==> src/rtl/serial_bus_pkg.sv <==
// Shared types and constants for the serial bus arbiter.
//   arb_state_t : arbiter FSM states
//   BUS_IDLE_*  : levels driven onto the slave bus when no master owns it
//   id_width()  : master-index width, never below one bit
package serial_bus_pkg;

  typedef enum logic [1:0] {
    IDLE  = 2'd0,
    GAP   = 2'd1,
    GRANT = 2'd2
  } arb_state_t;

  localparam logic BUS_IDLE_CONTROL = 1'b0;
  localparam logic BUS_IDLE_WRD     = 1'b0;
  localparam logic BUS_IDLE_VALID   = 1'b0;

  function automatic int unsigned id_width(input int unsigned n);
    return (n > 1) ? $clog2(n) : 1;
  endfunction

endpackage

==> src/rtl/serial_bus_arbiter_rr_pick.sv <==
// Combinational round-robin selector: first set request bit searching
// upward from i_last+1 with wrap-around.
//   i_req   : request vector
//   i_last  : index of the previous owner
//   o_found : any request present
//   o_idx   : selected index (0 when nothing found)
module rr_pick #(
  parameter int unsigned N   = 2,
  parameter int unsigned IDW = 1
) (
  input  logic [N-1:0]   i_req,
  input  logic [IDW-1:0] i_last,
  output logic           o_found,
  output logic [IDW-1:0] o_idx
);

  int unsigned w_cand;

  always_comb begin
    o_found = 1'b0;
    o_idx   = '0;
    w_cand  = 0;
    for (int unsigned i = 1; i <= N; i++) begin
      w_cand = (32'(i_last) + i) % N;
      if (!o_found && i_req[w_cand]) begin
        o_found = 1'b1;
        o_idx   = IDW'(w_cand);
      end
    end
  end

endmodule

==> src/rtl/serial_bus_arbiter.sv <==
// Round-robin arbiter sharing one serial slave bus among NUM_MASTERS masters,
// with an idle turnaround gap before every grant.
// Optional build macro ARB_TIMEOUT_EN: adds tenure timeout preemption, the
// TIMEOUT parameter and the timeoutFlag output.
//   clk, rst                  : clock, async active-high reset
//   arbSend / arbCont         : per-master request in / registered grant out
//   mControl, mWrD, mValid    : master bus bits, granted one forwarded to slave
//   control, wrD, valid       : slave bus outputs
//   sRD, sReady / mRD, mReady : slave response, routed to the owner only
//   busy, grantId             : arbiter status
//   timeoutFlag               : sticky per-master preemption flag (macro only)
module serial_bus_arbiter
  import serial_bus_pkg::*;
#(
  parameter  int unsigned NUM_MASTERS = 2,
`ifdef ARB_TIMEOUT_EN
  parameter  int unsigned TIMEOUT     = 256,
`endif
  parameter  int unsigned GAP_CYCLES  = 2,
  localparam int unsigned IDW         = id_width(NUM_MASTERS)
) (
  input  logic                   clk,
  input  logic                   rst,
  input  logic [NUM_MASTERS-1:0] arbSend,
  output logic [NUM_MASTERS-1:0] arbCont,
  input  logic [NUM_MASTERS-1:0] mControl,
  input  logic [NUM_MASTERS-1:0] mWrD,
  input  logic [NUM_MASTERS-1:0] mValid,
  output logic                   control,
  output logic                   wrD,
  output logic                   valid,
  input  logic                   sRD,
  input  logic                   sReady,
  output logic [NUM_MASTERS-1:0] mRD,
  output logic [NUM_MASTERS-1:0] mReady,
`ifdef ARB_TIMEOUT_EN
  output logic [NUM_MASTERS-1:0] timeoutFlag,
`endif
  output logic                   busy,
  output logic [IDW-1:0]         grantId
);

  localparam int unsigned GCW      = (GAP_CYCLES > 1) ? $clog2(GAP_CYCLES) : 1;
  localparam int unsigned GAP_LAST = (GAP_CYCLES > 0) ? GAP_CYCLES - 1 : 0;

  arb_state_t             r_state;
  logic [NUM_MASTERS-1:0] r_arb_cont;
  logic [IDW-1:0]         r_grant_id;
  logic [IDW-1:0]         r_last_grant;
  logic [GCW-1:0]         r_gap_cnt;
  logic                   r_busy;

  logic                   w_found;
  logic [IDW-1:0]         w_pick;
  logic [NUM_MASTERS-1:0] w_owner_oh;

  assign w_owner_oh = NUM_MASTERS'(1) << r_grant_id;

  rr_pick #(
    .N   (NUM_MASTERS),
    .IDW (IDW)
  ) u_rr_pick (
    .i_req   (arbSend),
    .i_last  (r_last_grant),
    .o_found (w_found),
    .o_idx   (w_pick)
  );

`ifdef ARB_TIMEOUT_EN
  localparam int unsigned TCW = (TIMEOUT > 1) ? $clog2(TIMEOUT) : 1;

  logic [TCW-1:0]         r_ten_cnt;
  logic [NUM_MASTERS-1:0] r_timeout_flag;
  logic                   w_ten_done;
  logic                   w_others;

  assign w_ten_done  = (r_ten_cnt == TCW'(TIMEOUT - 1));
  assign w_others    = |(arbSend & ~w_owner_oh);
  assign timeoutFlag = r_timeout_flag;
`endif

  // Arbitration FSM; all status and grant outputs are registered here
  always_ff @(posedge clk or posedge rst) begin
    if (rst) begin
      r_state      <= IDLE;
      r_arb_cont   <= '0;
      r_grant_id   <= '0;
      r_last_grant <= IDW'(NUM_MASTERS - 1);
      r_gap_cnt    <= '0;
      r_busy       <= 1'b0;
`ifdef ARB_TIMEOUT_EN
      r_ten_cnt      <= '0;
      r_timeout_flag <= '0;
`endif
    end else begin
`ifdef ARB_TIMEOUT_EN
      // Tenure counter saturates at TIMEOUT-1 when nobody else waits
      if (r_state != GRANT) begin
        r_ten_cnt <= '0;
      end else if (!w_ten_done) begin
        r_ten_cnt <= r_ten_cnt + TCW'(1);
      end
      for (int unsigned i = 0; i < NUM_MASTERS; i++) begin
        if (!arbSend[i]) r_timeout_flag[i] <= 1'b0;
      end
`endif
      case (r_state)
        IDLE: begin
          if (w_found) begin
            r_grant_id <= w_pick;
            r_busy     <= 1'b1;
            if (GAP_CYCLES == 0) begin
              r_state    <= GRANT;
              r_arb_cont <= NUM_MASTERS'(1) << w_pick;
            end else begin
              r_state   <= GAP;
              r_gap_cnt <= '0;
            end
          end
        end
        GAP: begin
          // Pending owner gave up before the grant: abandon silently
          if (!arbSend[r_grant_id]) begin
            r_state <= IDLE;
            r_busy  <= 1'b0;
          end else if (r_gap_cnt == GCW'(GAP_LAST)) begin
            r_state    <= GRANT;
            r_arb_cont <= w_owner_oh;
          end else begin
            r_gap_cnt <= r_gap_cnt + GCW'(1);
          end
        end
        GRANT: begin
          if (!arbSend[r_grant_id]) begin
            r_state      <= IDLE;
            r_arb_cont   <= '0;
            r_last_grant <= r_grant_id;
            r_busy       <= 1'b0;
          end
`ifdef ARB_TIMEOUT_EN
          else if (w_ten_done && w_others) begin
            r_state                    <= IDLE;
            r_arb_cont                 <= '0;
            r_last_grant               <= r_grant_id;
            r_busy                     <= 1'b0;
            r_timeout_flag[r_grant_id] <= 1'b1;
          end
`endif
        end
        default: begin
          r_state    <= IDLE;
          r_arb_cont <= '0;
          r_busy     <= 1'b0;
        end
      endcase
    end
  end

  assign arbCont = r_arb_cont;
  assign busy    = r_busy;
  assign grantId = r_grant_id;

  // Bus routing follows the owner only while the grant is active
  always_comb begin
    control = BUS_IDLE_CONTROL;
    wrD     = BUS_IDLE_WRD;
    valid   = BUS_IDLE_VALID;
    mRD     = '0;
    mReady  = '0;
    if (r_state == GRANT) begin
      control = mControl[r_grant_id];
      wrD     = mWrD[r_grant_id];
      valid   = mValid[r_grant_id];
      mRD     = w_owner_oh & {NUM_MASTERS{sRD}};
      mReady  = w_owner_oh & {NUM_MASTERS{sReady}};
    end
  end

endmodule

==> config.mk <==
export PLATFORM = sky130hd
export DESIGN_NAME = serial_bus_arbiter
export DESIGN_NICKNAME = d
export VERILOG_FILES = /design/src/rtl/serial_bus_pkg.sv /design/src/rtl/serial_bus_arbiter_rr_pick.sv /design/src/rtl/serial_bus_arbiter.sv
export SDC_FILE = /design/constraint.sdc
export NUM_CORES = 1
export LEC_CHECK = 0
export BUFFER_PORTS_ARGS = -buffer_cell sky130_fd_sc_hd__buf_2
export CORE_AREA = 3 3 40 42
export CTS_CLUSTER_DIAMETER = 80
export DETAILED_ROUTE_END_ITERATION = 6
export DIE_AREA = 0 0 43 45
export GPL_TIMING_DRIVEN = 0
export HOLD_SLACK_MARGIN = 0.12
export PLACE_DENSITY = 0.72
export SLEW_MARGIN = 20
export SYNTH_ARGS = -nofsm -noshare
export SYNTH_HDL_FRONTEND = slang
export SYNTH_SLANG_ARGS = --single-unit
==> constraint.sdc <==
create_clock -name clk -period 1.5 [get_ports clk]
set_input_delay 0.15 -clock clk [delete_from_list [all_inputs] [get_ports clk]]
set_output_delay 0.15 -clock clk [all_outputs]
set_load 0.005 [all_outputs]
==> summary.md, run 1 <==
| Metric | Value |
|---|---|
| Die Y | `around 45 um` |
| Fill count | `approximately 120` |
| Layout cells sized above 1 | `43.9%` |
| Status | `complete, no violations` |
| Reg2reg end | `arbCont[1]$_DFFE_PP0P_` |
| Area grow syn2layout | `42.8%` |
| Crit-path cells | `mux2_4 > a211o_1 > a21oi_2 > mux2i_1` |
| Cells after synthesis | `65` |
| Root Driver | `clkbuf_4` |
| Routed Antenna Nets | `0` |
| Largest net degree at the start of global routing | `11` |
| Final min period | `1.46 ns` |
| Vias/cell | `5.14` |
| Critical Path End | `arbCont[1]$_DFFE_PP0P_` |
| Total negative slack | `0 ns` |
| CP startpoint kind | `flip-flop` |
| Crit path buf inv count | `0` |
| Top FF cell, synth | `dfrtp_1` |
| Register Area | `a little over 200 um2` |
| Buffers on Ports | `22` |
| Final WL | `1370 um` |
| Reg-to-Reg Start | `grantId$_DFFE_PP0P_` |
| First-pass GRT wire length | `between 2000 and 2500 um` |
| Critical Path Start | `grantId$_DFFE_PP0P_` |
| Largest delay share family, worst path | `multiplexers` |
| PD cells | `around 1900 nW/um2` |
| R2R Setup Slk | `~0.041 ns` |
| Skew-Pair Late Insertion Delay | `0.26 ns` |
| Leakage | `between 0.4 and 0.5 nW` |
| # clock sinks | `8` |
| CP required | `1.68 ns` |
| Sequential fraction of the synthesis area | `35.2%` |
| DR WL/cell | `12.1 um` |
| Placed Area | `between 700 and 800 um2` |
| Clk slew on worst S/H paths | `about 0.050 ns` |
| Ys async rst share | `100%` |
| Worst Tran Pin Value | `roughly 0.33 ns` |
| Max clock buf depth | `2` |
| Starting Density | `roughly 45%` |
| Syn nets | `82` |
| CTS H-tree depth | `1` |
| Relative slew slack | `77.5%` |
| Setup violators final | `0` |
| Max IR drop VDD | `around 0.93 mV` |
| Routed via count | `581` |
| Top-count cell post-synth | `nand2_1` |
| Setup Crit Path Kind | `reg2reg` |
| First drt pass iteration count | `4` |
| CP arrival | `1.64 ns` |
| DP HPWL | `between 900 and 1000 um` |
| Worst setup EP type | `flip-flop` |
| Netlist cell types | `22` |
| Unrepaired setup endpoints after global routing | `yes` |
| Footprint of the multi-input gates | `roughly 380 um2` |
| Die Area | `1940 um2` |
| Avg Cell Area, Syn | `~8.8 um2` |
| Ports | `23` |
| Synth top area cells | `dfrtp_1 (31%), ha_1 (11%), mux2i_1 (8.7%), nor2b_1 (6.6%), a21oi_1 (6.1%)` |
| Slowest cell delay on critical path | `~0.43 ns` |
| Worst-path fanout max | `4` |
| GRT Residual Overflow | `0` |
| Rows | `13` |
| Fin nets | `116` |
| Final hold violations | `0` |
| Synth Warn # | `0` |
| GRT Total Usage | `about 15%` |
| Fmax | `around 690 MHz` |
| Utilization after layout | `between 60 and 70%` |
| # diodes | `0` |
| CP Depth | `4` |
| Post-synth EDFFs | `0` |
| First-iteration detailed-routing DRC count | `7` |
| Post-Syn Area | `around 570 um2` |
| Synth area leader | `dfrtp_1` |
| Worst hold slack | `around 0.22 ns` |
| Max-cap violations | `0` |
| CORE AREA | `about 1300 um2` |
| Worst r2r path cells | `4` |
| Top-area cell type share of the netlist area | `30.6%` |
| Fin. max-slew vios | `0` |
| # DRC | `0` |
| Seq cells post-synth | `8` |
| Hold Path Class | `in2reg` |
| Final Cycle Share | `97.2%` |
| Num CTS Buffers | `3` |
| Die X | `between 40 and 50 um` |
| Most common library cells after synthesis | `nand2_1 (8), a21oi_1 (7), dfrtp_1 (7)` |
| WHS Path Cells | `2` |
| CTS tree | `yes` |
| Clock Skews | `approximately 0.0044 ns` |
| Routability cong. | `roughly 0.85` |
| Slowest cell on crit path | `dfrtp_2` |
| Vias in the first global route | `roughly 500` |
| Fin area | `around 820 um2` |
| Initial antenna violation count | `0` |
[cell families (layout without fill, tap and decap cells)]
kind of cell / after synthesis / in the layout / share of synthesized area (%)
and+or+nand+nor: 24 / 24 / 20.5
buffers and inverters: 7 / 40 / 4.58
muxes: 6 / 6 / 11.4
adders and majority gates: 5 / 5 / 10.9
DFF: 8 / 8 / 35.2
AOI/OAI and AO/OA: 15 / 15 / 17.5
[state kept, by name (all words and copies together), names as in the netlist]
name,flops
arbCont,2
r_state,2
r_gap_cnt,1
busy,1
grantId,1
r_last_grant,1
[power breakdown]
| group | internal (W) | switching (W) |
|---|---|---|
| logic | 0.000477 | 0.000459 |
| clock network | 0.000102 | 0.0000804 |
| registers | 0.000322 | 0.0000870 |
| total | 0.000901 | 0.000626 |
[worst reg2reg max path, cell delays in order, from the launching register on]
cell and delay (ns):
dfrtp_2 0.43, mux2_4 0.33, a211o_1 0.32, a21oi_2 0.13
mux2i_1 0.18
[per-layer routing]
layer | global-route usage (%) | routed length (um)
met1 | 16.5 | 570
met2 | 26.3 | 651
met3 | 2.79 | 111
met4 | 12.7 | 32
met5 | 0 | 0
[how the worst min path moves through the flow]
stage / end / slack (ns) / startpoint
4_1_cts: grantId$_DFFE_PP0P_ / 0.21 / arbSend[1]
3_3_place_gp: arbCont[0]$_DFFE_PP0P_ / 0.11 / rst
3_5_place_dp: grantId$_DFFE_PP0P_ / 0.12 / rst
5_1_grt: grantId$_DFFE_PP0P_ / 0.22 / arbSend[1]
6_report: grantId$_DFFE_PP0P_ / 0.22 / arbSend[1]
2_1_floorplan: arbCont[0]$_DFFE_PP0P_ / -0.04 / rst
[cell usage in the layout (no fill, tap or decap), types with 2 or more instances in the layout]
cell,instances
a21oi_1,7
and3_1,2
buf_2,22
buf_4,7
clkbuf_4,3
dfrtp_1,6
ha_2,2
ha_4,2
inv_1,4
inv_2,2
mux2i_1,5
nand2_1,8
nand2b_1,2
nor2_1,5
nor2b_1,6
[stage by stage]
stage	total power [W]	std cells	worst slack, ns
6_report	0.00153	113	0.0415
5_1_grt	0.00167	113	-0.0240
4_1_cts	0.00146	110	0.00802
3_5_place_dp	0.00117	102	-0.0234
3_3_place_gp	0.00114	102	0.0190
2_1_floorplan	0.000966	65	0.0869
[area by class of cell]
| type | count | share of cell area, % |
|---|---|---|
| sequential | 8 | 24.8 |
| timing repair buffer | 29 | 20.2 |
| inverter | 6 | 2.75 |
| tap | 15 | 2.29 |
| buffer | 1 | 0.917 |
| clock buffer | 4 | 3.21 |
| multi-input combinational | 50 | 45.9 |
[what timing repair did]
item                                   4_1_cts  5_1_grt
pin swaps                                    0        2
hold buffers                                 1        0
gates resized for setup                      5        7
setup endpoints to repair                    8       10
endpoints found under the hold margin        8        0
setup buffers                                3        3
(Power assumes the default switching activity.)
==> inputs of run 2 (changes only) <==
- CORE_AREA: 3 3 40 42 -> 2 2 39 41
- DIE_AREA: 0 0 43 45 -> 0 0 41 43
==> run 2 against run 1 <==
Net effect:
- worst hold slack better by 0.0021 ns
- total power is 1.4% lower
- die area fell by 8.9%
- core utilization is 5.0 points lower
- setup slack better by 0.0097 ns
- first-iteration DRC count increased by 57%
- clock skew grew 0.0043 ns
- register-to-register slack barely moved
- critical path type unchanged
- critical endpoint unchanged
- largest power group unchanged
- highest routed layer unchanged
==> summary.md, run 2 (same netlist as run 1, synthesis figures left out) <==
| Metric | Value |
|---|---|
| Max-cap violations | `0 (unchanged)` |
| Routability cong. | `0.898 (+5.1%)` |
| CP arrival | `1.63 ns (about the same)` |
| Worst Hold Endpoint | `grantId$_DFFE_PP0P_` |
| First-pass GRT wire length | `1850 um (-14%)` |
| Setup Crit Path Kind | `reg2reg` |
| # DRC | `0 (unchanged)` |
| Area grow syn2layout | `41.7%` |
| Max IR drop VDD | `0.904 mV (-2.3%)` |
| Rows | `14 (+1)` |
| # clock sinks | `8 (unchanged)` |
| Vias/cell | `5.03 (-2.2%)` |
| Worst setup EP type | `flip-flop` |
| # diodes | `0 (unchanged)` |
| Hold Startpoint | `arbSend[1]` |
| Sw power | `0.000622 W (-0.69%)` |
| Final hold violations | `0 (unchanged)` |
| CTS tree | `yes` |
| Status | `complete, no violations` |
| Routed via count | `568 (-2.2%)` |
| Clock Skews | `0.00871 ns (+0.00435 ns)` |
| CP startpoint kind | `flip-flop` |
| Die X | `41 um (-4.7%)` |
| Hold Path Class | `in2reg` |
| Sw frac | `41.3% (+0.31 points)` |
| DP Cell Count | `103 (+0.98%)` |
| Relative slew slack | `75.5% (-2.0 points)` |
| Initial antenna violation count | `0 (unchanged)` |
| Vias in the first global route | `492 (-4.3%)` |
| First drt pass iteration count | `2 (-2)` |
| DP HPWL | `909 um (-8.7%)` |
| Num CTS Buffers | `3 (unchanged)` |
| Root Driver | `clkbuf_4` |
| Starting Density | `41.4% (-3.2 points)` |
| Buffers on Ports | `22 (unchanged)` |
| CP required | `1.68 ns (about the same)` |
| Post-route insts no fill | `113 (unchanged)` |
| Worst setup margin | `0.0512 ns (+0.00973 ns)` |
| Final Cycle Share | `96.6% (-0.65 points)` |
| R2R Setup Slk | `0.05 ns (about the same)` |
| CORE AREA | `1380 um2 (+7.7%)` |
| CTS H-tree depth | `1 (unchanged)` |
| Most common cell after layout, fill and taps aside | `buf_2` |
| Footprint of the multi-input gates | `375 um2 (unchanged)` |
| Worst r2r path cells | `4 (unchanged)` |
| Unrepaired setup endpoints after global routing | `yes` |
| Clk slew on worst S/H paths | `0.05 ns (about the same)` |
| Routed Antenna Nets | `0 (unchanged)` |
| Fmax | `690 MHz (+0.67%)` |
| Final WL | `1300 um (-5.1%)` |
| Worst-path fanout max | `5 (+1)` |
| Final min period | `1.45 ns (-0.00973 ns)` |
| Setup violators final | `0 (unchanged)` |
| Fin. max-slew vios | `0 (unchanged)` |
| Pre-CTS setup slack | `-0.0138 ns (+0.00967 ns)` |
| Clock power share | `12.3% (+0.3 points)` |
| Fin nets | `115 (-0.86%)` |
| Fin area | `812 um2 (-0.76%)` |
| Die Area | `1760 um2 (-8.9%)` |
| GRT Residual Overflow | `0 (unchanged)` |
| Reg2reg end | `arbCont[1]$_DFFE_PP0P_` |
| Most frequent cells in the layout | `buf_2 (22), nand2_1 (8), a21oi_1 (7)` |
| Worst hold slack | `0.220 ns (+0.00214 ns)` |
| First-iteration detailed-routing DRC count | `11 (+4)` |
| Leakage | `0.423 nW (-1.2%)` |
| Max clock buf depth | `2 (unchanged)` |
| Fill count | `135 (+9.8%)` |
| Reg-to-Reg Start | `grantId$_DFFE_PP0P_` |
| Placed Area | `703 um2 (+0.18%)` |
| GRT Total Usage | `16.0% (+0.62 points)` |
| Combinational Power Share | `60.4% (-0.9 points)` |
| Ports | `23 (unchanged)` |
| Largest net degree at the start of global routing | `11 (unchanged)` |
| Die Y | `43 um (-4.4%)` |
| Layout cells sized above 1 | `43.3% (-0.58 points)` |
| Register Area | `203 um2 (unchanged)` |
| PD cells | `1850 nW/um2 (-0.67%)` |
| Worst Tran Pin Value | `0.357 ns (+0.0290 ns)` |
| DR WL/cell | `11.5 um (-5.1%)` |
| Internal Power | `0.000883 W (-1.9%)` |
| Utilization after layout | `58.7% (-5.0 points)` |
| WHS Path Cells | `2 (unchanged)` |
| Flop pwr share | `27.3% (+0.5 points)` |
| Skew-Pair Late Insertion Delay | `0.26 ns (about the same)` |
run 2: cell types whose count changed in the layout (fill, tap and decap cells not counted), sizes merged:
cell and delta:
buf -2, clkbuf +1
run 2: cell type report:
cell class                 count  area share [%]
inverter                       6            2.77
buffer                         1           0.924
multi-input combinational     50            46.2
clock buffer                   4            3.24
sequential                     8            25.0
tap                           16            2.47
timing repair buffer          28            19.4
run 2: power groups by stage:
| stage | logic [W] | registers, W | clock network [W] |
|---|---|---|---|
| 2_1_floorplan | 0.000565 | 0.000400 | 0 |
| 3_3_place_gp | 0.000740 | 0.000406 | 0 |
| 3_5_place_dp | 0.000758 | 0.000406 | 0 |
| 4_1_cts | 0.000817 | 0.000405 | 0.000192 |
| 5_1_grt | 0.00102 | 0.000429 | 0.000198 |
| 6_report | 0.000909 | 0.000411 | 0.000185 |
run 2: repair_timing:
| item | 4_1_cts | 5_1_grt |
|---|---|---|
| pin swaps | 0 | 2 |
| endpoints found under the setup margin | 8 | 8 |
| gates resized for setup | 5 | 6 |
| setup buffers | 2 | 3 |
| hold endpoints to repair | 8 | 0 |
| hold buffers | 1 | 0 |
run 2: routing by layer:
layer	share of wire (%)	up-vias	GRT usage [%]	wire, um
li1	-	291	-	-
met1	45	250	18.9	578
met2	45	23	23.4	586
met3	7.9	4	2.09	102
met4	2.2	0	14.7	29
met5	0	-	0	0
run 2: worst max-delay path by stage:
stage | end | start | cells after the start | slack, ns
CTS | arbCont[1]$_DFFE_PP0P_ | r_state[1]$_DFFE_PP0P_ | 6 | 0.0002
detailed placement | arbCont[1]$_DFFE_PP0P_ | r_state[1]$_DFFE_PP0P_ | 6 | -0.01
global placement | arbCont[1]$_DFFE_PP0P_ | r_state[1]$_DFFE_PP0P_ | 6 | -0.004
finish | arbCont[1]$_DFFE_PP0P_ | grantId$_DFFE_PP0P_ | 4 | 0.05
global route | arbCont[1]$_DFFE_PP0P_ | r_state[1]$_DFFE_PP0P_ | 6 | -0.02
floorplan | arbCont[1]$_DFFE_PP0P_ | grantId$_DFFE_PP0P_ | 4 | 0.09
run 2: critical path, cell delays in order (launching register included):
cell and delay (ns):
dfrtp_2 0.44, mux2_4 0.32, a211o_1 0.32, a21oi_2 0.12, mux2i_1 0.18
run 2: per-stage QoR:
| stage | power (W) | setup TNS (ns) |
|---|---|---|
| after floorplan | 0.000966 | 0 |
| after global placement | 0.00115 | -0.00404 |
| after detailed placement | 0.00116 | -0.0138 |
| after CTS | 0.00141 | 0 |
| after global routing | 0.00165 | -0.0187 |
| final | 0.00151 | 0 |
==> inputs of run 3 (changes only) <==
- PLACE_DENSITY: 0.72 -> unset
- PLACE_DENSITY_LB_ADDON: unset -> 0.1
==> run 3 against run 2 <==
Net effect:
- combinational power grew 5.7%
- total power grew 4.1%
- critical path depth is the same
- final cell count is the same
- critical endpoint unchanged
==> summary.md, run 3 (same netlist as run 1, synthesis figures left out) <==
| Metric | Value |
|---|---|
| Status | `complete, no violations` |
| # diodes | `0 (unchanged)` |
| CP startpoint kind | `flip-flop` |
| Slowest cell on crit path | `dfrtp_1` |
| Largest delay share family, worst path | `multiplexers` |
| DP Cell Count | `103 (unchanged)` |
| Fin. max-slew vios | `0 (unchanged)` |
| Starting Density | `41.4% (unchanged)` |
| Worst hold slack | `0.205 ns (-0.0142 ns)` |
| Most common cell after layout, fill and taps aside | `buf_2` |
| Max clock buf depth | `2 (unchanged)` |
| Fill count | `126 (-6.7%)` |
| Largest net degree at the start of global routing | `11 (unchanged)` |
| Area grow syn2layout | `43.9%` |
| Crit-path cells | `mux2_4 > a211o_1 > a21oi_2 > mux2i_1` |
| Flop pwr share | `26.6% (-0.7 points)` |
| Fmax | `698 MHz (+1.2%)` |
| GRT Total Usage | `17.7% (+1.7 points)` |
| Sw frac | `40.6% (-0.74 points)` |
| R2R Setup Slk | `0.07 ns (+0.02 ns)` |
| Slowest cell delay on critical path | `0.45 ns (about the same)` |
| Routed via count | `558 (-1.8%)` |
| Setup violators final | `0 (unchanged)` |
| Final min period | `1.43 ns (-0.0169 ns)` |
| Relative slew slack | `76.7% (+1.2 points)` |
| # clock sinks | `8 (unchanged)` |
| Final WL | `1310 um (+0.93%)` |
| CP arrival | `1.62 ns (about the same)` |
| Num CTS Buffers | `3 (unchanged)` |
| Worst-path fanout max | `5 (unchanged)` |
| Routed Antenna Nets | `0 (unchanged)` |
| Reg2reg end | `arbCont[1]$_DFFE_PP0P_` |
| Leakage | `0.427 nW (+1.1%)` |
| Die Y | `43 um (unchanged)` |
| First-pass GRT wire length | `2010 um (+8.9%)` |
| Buffers on Ports | `22 (unchanged)` |
| Layout cells sized above 1 | `44.3% (+1.0 points)` |
| Worst Hold Endpoint | `grantId$_DFFE_PP0P_` |
| Final hold violations | `0 (unchanged)` |
| First drt pass iteration count | `2 (unchanged)` |
| DP HPWL | `954 um (+4.9%)` |
| # DRC | `0 (unchanged)` |
| Final Cycle Share | `95.5% (-1.1 points)` |
| Die Area | `1760 um2 (unchanged)` |
| Combinational Power Share | `61.3% (+0.9 points)` |
| Max-cap violations | `0 (unchanged)` |
| Skew-Pair Late Insertion Delay | `0.26 ns (about the same)` |
| Clk slew on worst S/H paths | `0.06 ns (about the same)` |
| PD cells | `1900 nW/um2 (+2.5%)` |
| Post-route insts no fill | `113 (unchanged)` |
| Hold Path Class | `in2reg` |
| Sw power | `0.000636 W (+2.2%)` |
| Worst setup EP type | `flip-flop` |
| Clock Skews | `0.00177 ns (-0.00694 ns)` |
| Setup Crit Path Kind | `reg2reg` |
| CORE AREA | `1380 um2 (unchanged)` |
| WHS Path Cells | `2 (unchanged)` |
| Reg-to-Reg Start | `grantId$_DFFE_PP0P_` |
| Vias in the first global route | `469 (-4.7%)` |
| CTS tree | `yes` |
| Max IR drop VDD | `1.03 mV (+14%)` |
| Initial antenna violation count | `0 (unchanged)` |
| Root Driver | `clkbuf_4` |
| Worst Tran Pin Value | `0.339 ns (-0.0173 ns)` |
| GRT Residual Overflow | `0 (unchanged)` |
| Routability cong. | `0.820 (-8.6%)` |
| CP required | `1.69 ns (about the same)` |
| Clock power share | `12.1% (-0.2 points)` |
| Vias/cell | `4.94 (-1.8%)` |
| Die X | `41 um (unchanged)` |
| Rows | `14 (unchanged)` |
| Most frequent cells in the layout | `buf_2 (22), nand2_1 (8), a21oi_1 (7), dfrtp_1 (7)` |
| Crit path buf inv count | `0 (unchanged)` |
| First-iteration detailed-routing DRC count | `7 (-4)` |
| DR WL/cell | `11.6 um (+0.93%)` |
| Hold Startpoint | `arbSend[1]` |
| Worst r2r path cells | `4 (unchanged)` |
| CTS H-tree depth | `1 (unchanged)` |
| Internal Power | `0.000931 W (+5.4%)` |
| Fin nets | `115 (unchanged)` |
| Ports | `23 (unchanged)` |
==> run 3: cell type report <==
class | count | area, um2 | share of cell area [%]
Tap cell | 16 | 20.0 | 2.43
Buffer | 1 | 11.3 | 1.37
Inverter | 6 | 22.5 | 2.73
Clock buffer | 4 | 26.3 | 3.19
Timing Repair Buffer | 28 | 158 | 19.1
Multi-Input combinational cell | 50 | 385 | 46.7
Sequential cell | 8 | 201 | 24.4
==> run 3: timing repair <==
action / 4_1_cts / 5_1_grt
endpoints found under the setup margin: 7 / 10
pin swaps: 0 / 3
hold buffers: 1 / 0
gates resized for setup: 3 / 12
setup buffers: 1 / 4
gates cloned: 0 / 0
endpoints found under the hold margin: 7 / 0
==> run 3: power by group through the flow <==
stage	Sequential, W	Clock [W]	Combinational, W
after floorplan	0.000400	0	0.000565
after global placement	0.000408	0	0.000746
after detailed placement	0.000409	0	0.000757
after CTS	0.000402	0.000196	0.000800
after global routing	0.000429	0.000211	0.00108
final	0.000417	0.000189	0.000961
==> run 3: per-stage QoR <==
stage / power, W / setup TNS (ns) / utilization, % / area, um2 / setup WS (ns)
6_report: 0.00157 / 0 / 59.6 / 825 / 0.0681
5_1_grt: 0.00172 / -0.0127 / 59.6 / 825 / -0.00895
4_1_cts: 0.00140 / 0 / 54.4 / 753 / 0.00206
3_5_place_dp: 0.00117 / -0.0222 / 50.8 / 703 / -0.0222
3_3_place_gp: 0.00115 / -0.00456 / 50.8 / 703 / -0.00456
2_1_floorplan: 0.000966 / 0 / - / 573 / 0.0869
==> run 3: worst max-delay path by stage <==
stage,startpoint,cells after the start,end
after CTS,r_state[0]$_DFFE_PP0P_,5,mRD[0]
after floorplan,grantId$_DFFE_PP0P_,4,arbCont[1]$_DFFE_PP0P_
after global routing,r_state[0]$_DFFE_PP0P_,5,mRD[0]
after detailed placement,r_state[1]$_DFFE_PP0P_,6,arbCont[1]$_DFFE_PP0P_
after global placement,r_state[1]$_DFFE_PP0P_,6,arbCont[1]$_DFFE_PP0P_
final,grantId$_DFFE_PP0P_,4,arbCont[1]$_DFFE_PP0P_
==> run 3: routing by layer <==
layer	up-vias	part of all wire, %	track usage, %
met3	4	7.0	3.14
met1	246	47	22.7
met4	0	1.8	12.0
met2	20	44	25.6
met5	-	0	0
li1	288	-	-
